`src/rtl/pc_unit.sv`:
```
// Program counter with BOOT/RUN/HALT sequencing, prioritised redirects and an advance counter.
// Optional macro PC_COMPRESSED_EN enables 2-byte steps and 2-byte redirect alignment.
module pc_unit #(
   parameter int              XLEN         = 32,
   parameter logic [XLEN-1:0] RESET_VECTOR = '0,
   parameter logic [XLEN-1:0] TRAP_VECTOR  = XLEN'(32'h0000_0100),
   parameter int              CNT_W        = 32
) (
   input  logic             clk,
   input  logic             rst,
   input  logic             stall,
   input  logic             halt_req,
   input  logic             resume,
   input  logic             trap,
   input  logic             jump_en,
   input  logic [XLEN-1:0]  jump_target,
   input  logic             branch_taken,
   input  logic [XLEN-1:0]  branch_target,
   input  logic             is_compressed,
   output logic [XLEN-1:0]  pc,
   output logic [XLEN-1:0]  pc_next_seq,
   output logic             pc_valid,
   output logic             misalign_err,
   output logic             halted,
   output logic [CNT_W-1:0] adv_count
);

   typedef enum logic [1:0] {BOOT, RUN, HALT} state_e;

   state_e           state_q;
   logic [XLEN-1:0]  pc_q, pc_d;
   logic [CNT_W-1:0] cnt_q;
   logic             err_q, err_d;
   logic             adv_d;
   logic             valid_q, halted_q;
   logic [XLEN-1:0]  step;
   logic [XLEN-1:0]  align_mask;
   logic [XLEN-1:0]  jump_tgt;

`ifdef PC_COMPRESSED_EN
   assign step       = is_compressed ? XLEN'(2) : XLEN'(4);
   assign align_mask = XLEN'(1);
`else
   logic unused_is_compressed;
   assign unused_is_compressed = is_compressed;
   assign step       = XLEN'(4);
   assign align_mask = XLEN'(3);
`endif

   assign pc_next_seq = pc_q + step;
   // JALR semantics: bit 0 of the jump target is dropped before the alignment check.
   assign jump_tgt    = jump_target & ~XLEN'(1);

   // NOTE: every output of this block gets a default first, so no path leaves a latch.
   always_comb begin
      pc_d  = pc_q;
      err_d = 1'b0;
      adv_d = 1'b0;
      if (state_q == RUN) begin
         adv_d = 1'b1;
         if (trap) begin
            pc_d = TRAP_VECTOR;
         end else if (jump_en) begin
            err_d = (jump_tgt & align_mask) != '0;
            pc_d  = err_d ? TRAP_VECTOR : jump_tgt;
         end else if (branch_taken) begin
            err_d = (branch_target & align_mask) != '0;
            pc_d  = err_d ? TRAP_VECTOR : branch_target;
         end else if (stall) begin
            adv_d = 1'b0;
         end else begin
            pc_d = pc_next_seq;
         end
      end else if (state_q == HALT && trap) begin
         pc_d = TRAP_VECTOR;
      end
   end

   // NOTE: sequential state uses non-blocking assignments so every flop samples pre-edge values.
   always_ff @(posedge clk) begin
      if (rst) begin
         state_q  <= BOOT;
         pc_q     <= RESET_VECTOR;
         cnt_q    <= '0;
         err_q    <= 1'b0;
         valid_q  <= 1'b0;
         halted_q <= 1'b0;
      end else begin
         pc_q  <= pc_d;
         cnt_q <= cnt_q + CNT_W'(adv_d);
         err_q <= err_d;
         case (state_q)
            BOOT: begin
               state_q  <= RUN;
               valid_q  <= 1'b1;
               halted_q <= 1'b0;
            end
            RUN: begin
               // A redirect in the halt_req cycle still lands; only later cycles freeze.
               if (halt_req) begin
                  state_q  <= HALT;
                  valid_q  <= 1'b0;
                  halted_q <= 1'b1;
               end
            end
            HALT: begin
               if (resume && !halt_req) begin
                  state_q  <= RUN;
                  valid_q  <= 1'b1;
                  halted_q <= 1'b0;
               end
            end
            default: begin
               state_q  <= BOOT;
               valid_q  <= 1'b0;
               halted_q <= 1'b0;
            end
         endcase
      end
   end

   assign pc           = pc_q;
   assign pc_valid     = valid_q;
   assign halted       = halted_q;
   assign misalign_err = err_q;
   assign adv_count    = cnt_q;

endmodule

```
`config.mk`:
```
export PLATFORM = sky130hd
export DESIGN_NAME = pc_unit
export DESIGN_NICKNAME = d
export VERILOG_FILES = /design/src/rtl/pc_unit.sv
export SDC_FILE = /design/constraint.sdc
export NUM_CORES = 1
export LEC_CHECK = 0
export ABC_AREA = 1
export CAP_MARGIN = 10
export CORE_MARGIN = 3
export CORE_UTILIZATION = 30
export CTS_CLUSTER_DIAMETER = 120
export CTS_CLUSTER_SIZE = 12
export DETAILED_ROUTE_END_ITERATION = 10
export DONT_BUFFER_PORTS = 1
export PLACE_DENSITY = 0.42
export RECOVER_POWER = 25
export SLEW_MARGIN = 10
export SYNTH_ARGS = -nofsm -noshare
export SYNTH_HDL_FRONTEND = slang
export SYNTH_SLANG_ARGS = --single-unit
```
`constraint.sdc`:
```
create_clock -name clk -period 2.6 [get_ports clk]
set_input_delay 0.39 -clock clk [delete_from_list [all_inputs] [get_ports clk]]
set_output_delay 0.39 -clock clk [all_outputs]
set_load 0.005 [all_outputs]
```
## After elaboration in Yosys (flattened, before gate mapping)

Index checks and enable logic that the tools add are counted.

| word-level totals | value |
|---|---|
| flip-flop bits (word level) | 69 |
| input port bits | 73 |
| output and inout bits | 99 |
| word-level logic and storage cells | 47 |

| cells by class | value |
|---|---|
| add/sub/neg operators | 2 |
| equality and inequality tests | 5 |
| muxes and demuxes | 24 |
| bitwise gates (word level) | 1 |
| reduce and logical (&&, ||, !) cells | 9 |

Operators with widths:

| operator | count |
|---|---|
| 32-bit two-way mux | 8 |
| 32-bit by 1-bit adder with 32-bit output | 1 |
| 32-bit by 3-bit adder with 32-bit output (second input constant) | 1 |
| 32-bit nonzero test | 1 |
| 1-bit two-way mux | 11 |
| 2-bit one-hot mux with 3 select lines | 1 |
| 5-bit != test (second input constant) | 1 |
| 2-bit two-way mux | 2 |
| 2-bit AND reduction | 2 |
| 1-bit one-hot mux with 3 select lines | 1 |
| 3-bit OR reduction | 1 |
| 2-bit by 1-bit == test with 1-bit output (second input constant) | 1 |
| 2-bit == test (second input constant) | 1 |
| 1-bit logical AND | 2 |
| 2-bit logical NOT | 1 |
| 2-bit by 1-bit != test with 1-bit output (second input constant) | 1 |
| 2-bit != test (second input constant) | 1 |
| 1-bit one-hot mux with 2 select lines | 1 |
| 2-bit nonzero test | 1 |
| 1-bit logical NOT | 1 |
| 1-bit inverter | 1 |

## Longest topological paths before layout

| logic depth | value |
|---|---|
| depth after elaboration | 6 |
| depth in mapped cells | 15 |
| gate-level depth less buffers | 15 |

## Worst setup path after synthesis

No wires, ideal clock.

| timing path | value |
|---|---|
| path kind | input -> register |
| start point | input port branch_taken |
| end point | register cnt_q[20] (netlist: adv_count[20]) |
| library setup time | 128 ps |
| arrival | 1,929 ps |
| data required time | 2,472 ps |
| path slack | 544 ps |
| cell stages on the path | 14 |
| buffers on the path | 1 |
| cell sequence | buf_6 -> nor2_4 -> nand2_2 -> a21oi_2 -> inv_1 -> ha_1 -> ha_1 -> nand3_1 -> nor2_2 -> nand2_1 -> nor2_4 -> nand2_1 -> xor2_1 -> nor2_1 |

| on the way | value |
|---|---|
| longest elaborated chain between the ends | 5 |

RTL lines:

| item | RTL line | source |
|---|---|---|
| start: declaration | 17 | `input logic branch_taken,` |
| 1-bit two-way mux | 66 | `end else if (branch_taken) begin` |
| 1-bit two-way mux | 63 | `end else if (jump_en) begin` |
| 1-bit two-way mux | 61 | `if (trap) begin` |
| 1-bit two-way mux | 59 | `if (state_q == RUN) begin` |
| 32-bit by 1-bit adder with 32-bit output | 90 | `cnt_q <= cnt_q + CNT_W'(adv_d);` |
| end signal: assignment | 90 |  |
| end: declaration | 32 | `logic [CNT_W-1:0] cnt_q;` |

Every way passes these cells.
A chain may end at the register's enable or synchronous reset.

## Final worst setup path

| timing path | value |
|---|---|
| start point | register pc_q[2] (netlist: pc[2]) |
| end point | output port pc_next_seq[24] |

| on the way | value |
|---|---|
| longest elaborated chain between the ends | 1 |

RTL lines:

| item | RTL line | source |
|---|---|---|
| start: declaration | 31 | `logic [XLEN-1:0] pc_q, pc_d;` |
| start signal: assignment | 89 | `pc_q <= pc_d;` |
| 32-bit by 3-bit adder with 32-bit output | 50 | `assign pc_next_seq = pc_q + step;` |
| end: declaration | 21 | `output logic [XLEN-1:0] pc_next_seq,` |

Every way passes these cells.

==> flow_summary.json <==
{
  "drtIter0Drc": 314,
  "async_flop_share_pct": 0,
  "place.gp.congestion": 0.836,
  "cts_resized": 0,
  "fin_nets": 805,
  "dr_total_vias": 4628,
  "p_leak_uw": 0.00182,
  "synth_top_area_share_pct": 29.7,
  "start_util_pct": 30.8,
  "path_clk_slew_ns": 0.06,
  "status": "finished, final reports clean",
  "design.core.area_sq_um": 14600,
  "max_freq_mhz": 437,
  "grt_pass1_wl_um": 24200,
  "pin_count": 172,
  "peakVddDrop_mv": 0.314,
  "viasPerCell": 5.05,
  "synth-edff-count": 0,
  "synth_top_flop_cell": "dfxtp_1",
  "dr.pass1.iters": 5,
  "first_global_vias": 4524,
  "ys_ff_latch": 67,
  "wirelength_um": 15500,
  "hpwl_um": 12000,
  "synthCells": 736,
  "yosysUniqueCellTypes": 35,
  "die_height_um": 129,
  "rsz0062_at_grt": "no",
  "place_inst": 901,
  "grt_util_all_layers_pct": 18.6,
  "placed_area_sq_um": 4650,
  "yosys_warnings": 0,
  "drc": 0,
  "ys_seq_area_share_pct": 29.7,
  "path_class": "register to primary output",
  "dieArea_sq_um": 16500,
  "rows": 44,
  "synth_area_leader_cell": "dfxtp_1",
  "synth.net_count": 813,
  "drt.antenna.violating_nets": 0,
  "clk-insertion-delay-late_ns": 0.34,
  "arrival_ns": 1.90,
  "cts_max_path_buffers": 2,
  "hp-class": "input pin to register",
  "critPathRequiredTime_ns": 2.21,
  "setup-violations-final": 0,
  "num_antenna_cells": 0,
  "postCtsSetupBuffers": 0,
  "grt.overflow.total": 0,
  "max_slew_margin_pct": 48.9,
  "final_common_cell": "nand2_1",
  "clock-sinks": 67,
  "die_width_um": 129,
  "cts_tree": "yes",
  "hold_violations": 0,
  "grt_max_degree": 29,
  "drv_slew": 0,
  "finalNonFillerCells": 917,
  "numCtsBuffers": 9,
  "antenna_found_initial": 0,
  "avgRoutedWirePerCell_um": 16.9,
  "fin_area_sq_um": 4920,
  "fin_setup_tns_ns": 0,
  "period_share_pct": 87.9,
  "drive_gt1_share_pct": 7.23,
  "portBuffers": 0,
  "syn_to_final_growth_pct": 9.10,
  "worst-path-max-fanout": 6,
  "tightest_slew_ns": 0.766,
  "cp-start-kind": "register",
  "most-common-layout-cells": "nand2_1 (187), nor2_1 (93), inv_1 (83)",
  "ys_top_cells_by_area": "dfxtp_1 (30%), nand2_1 (16%), nor2_1 (7.7%)",
  "cts_max_level": 3,
  "synth.avg_cell_area_sq_um": 6.13,
  "hold-worst-slack_ns": 0.115,
  "worstSetupEndpointType": "primary output",
  "cts-hold-fix-buffers": 0,
  "cts_root_buf": "clkbuf_16",
  "power.density_nw_per_um2": 559,
  "synth_area_sq_um": 4510,
  "clock_skew_ns": 0.00809,
  "total_power_uw": 2750,
  "maxCapViolCount": 0,
  "finalCriticalPeriod_ns": 2.29
}
-- metal layers --
| layer | vias to the layer above | GRT usage, % | share of wire, % |
|---|---|---|---|
| met5 | - | 0 | 0 |
| met4 | 0 | 4.14 | 1.2 |
| met3 | 12 | 7.39 | 7.7 |
| met2 | 121 | 28.9 | 44 |
| met1 | 2107 | 24.6 | 47 |
| li1 | 2388 | - | - |
-- kinds of logic (layout without fill, tap and decap cells) --
logic type               after synthesis  in the layout  synth area share, %
buffers and inverters                114            111                 10.7
AO/OA/AOI/OAI                        139            139                 17.0
AND/OR/NAND/NOR                      396            396                 38.4
adder cells (fa/ha/maj)                4              4                 1.11
flip-flops                            67             67                 29.7
XOR/XNOR                              16             16                 3.11
-- where the power goes --
part / internal (uW) / switching [uW] / total (uW)
Combinational: 127 / 256 / 383
Clock: 696 / 473 / 1170
Sequential: 1090 / 109 / 1200
Total: 1910 / 838 / 2750
-- metrics by stage --
step	utilization, %	worst slack [ns]
after floorplan	-	0.544
after global placement	31.7	0.438
after detailed placement	31.7	0.359
after CTS	33.6	0.293
after global routing	33.6	0.0456
final	33.6	0.314
-- registers in the layout (all words and copies together), names as in the netlist --
register	cells
pc	32
pc_valid	1
adv_count	32
misalign_err	1
state_q	1
-- area by class of cell --
cell class	instances	area [sq um]
clock buffer	14	264
clock inverter	2	10.0
multi-input combinational	555	2690
timing repair buffer	8	60.1
inverter	87	327
sequential	67	1340
tap	184	230
fill	1663	9720
-- synth_stat cells, types with 7 or more instances --
library cell	number
o221ai_1	8
inv_1	83
nor3_1	31
clkbuf_1	16
dfxtp_1	67
nand2_1	187
a21oi_1	56
nand4_1	7
nand3_1	38
nor2_2	14
xnor2_1	10
nor2_1	93
o21ai_0	57
-- worst max-delay path, stage by stage, from the launching register on --
cell and delay, ns:
dfxtp_1 0.44, ha_1 0.21, nand2_1 0.10, nor2_4 0.14, nand2_1 0.12, nor2_2 0.22, nand2_1 0.07, nand2_1 0.07
nand2_1 0.09, inv_1 0.10
-- worst paths after layout --
| path | cells after the start | endpoint | startpoint | slack [ns] |
|---|---|---|---|---|
| max | 9 | pc_next_seq[24] | pc[2] | 0.31 |
| min | 1 | state_q[1] | rst | 0.11 |
| max reg2reg | 14 | adv_count[24] | state_q[1] | 0.38 |
| min reg2reg | 2 | adv_count[31] | adv_count[31] | 0.49 |
Note: power is estimated with default switching activity, not from simulation.
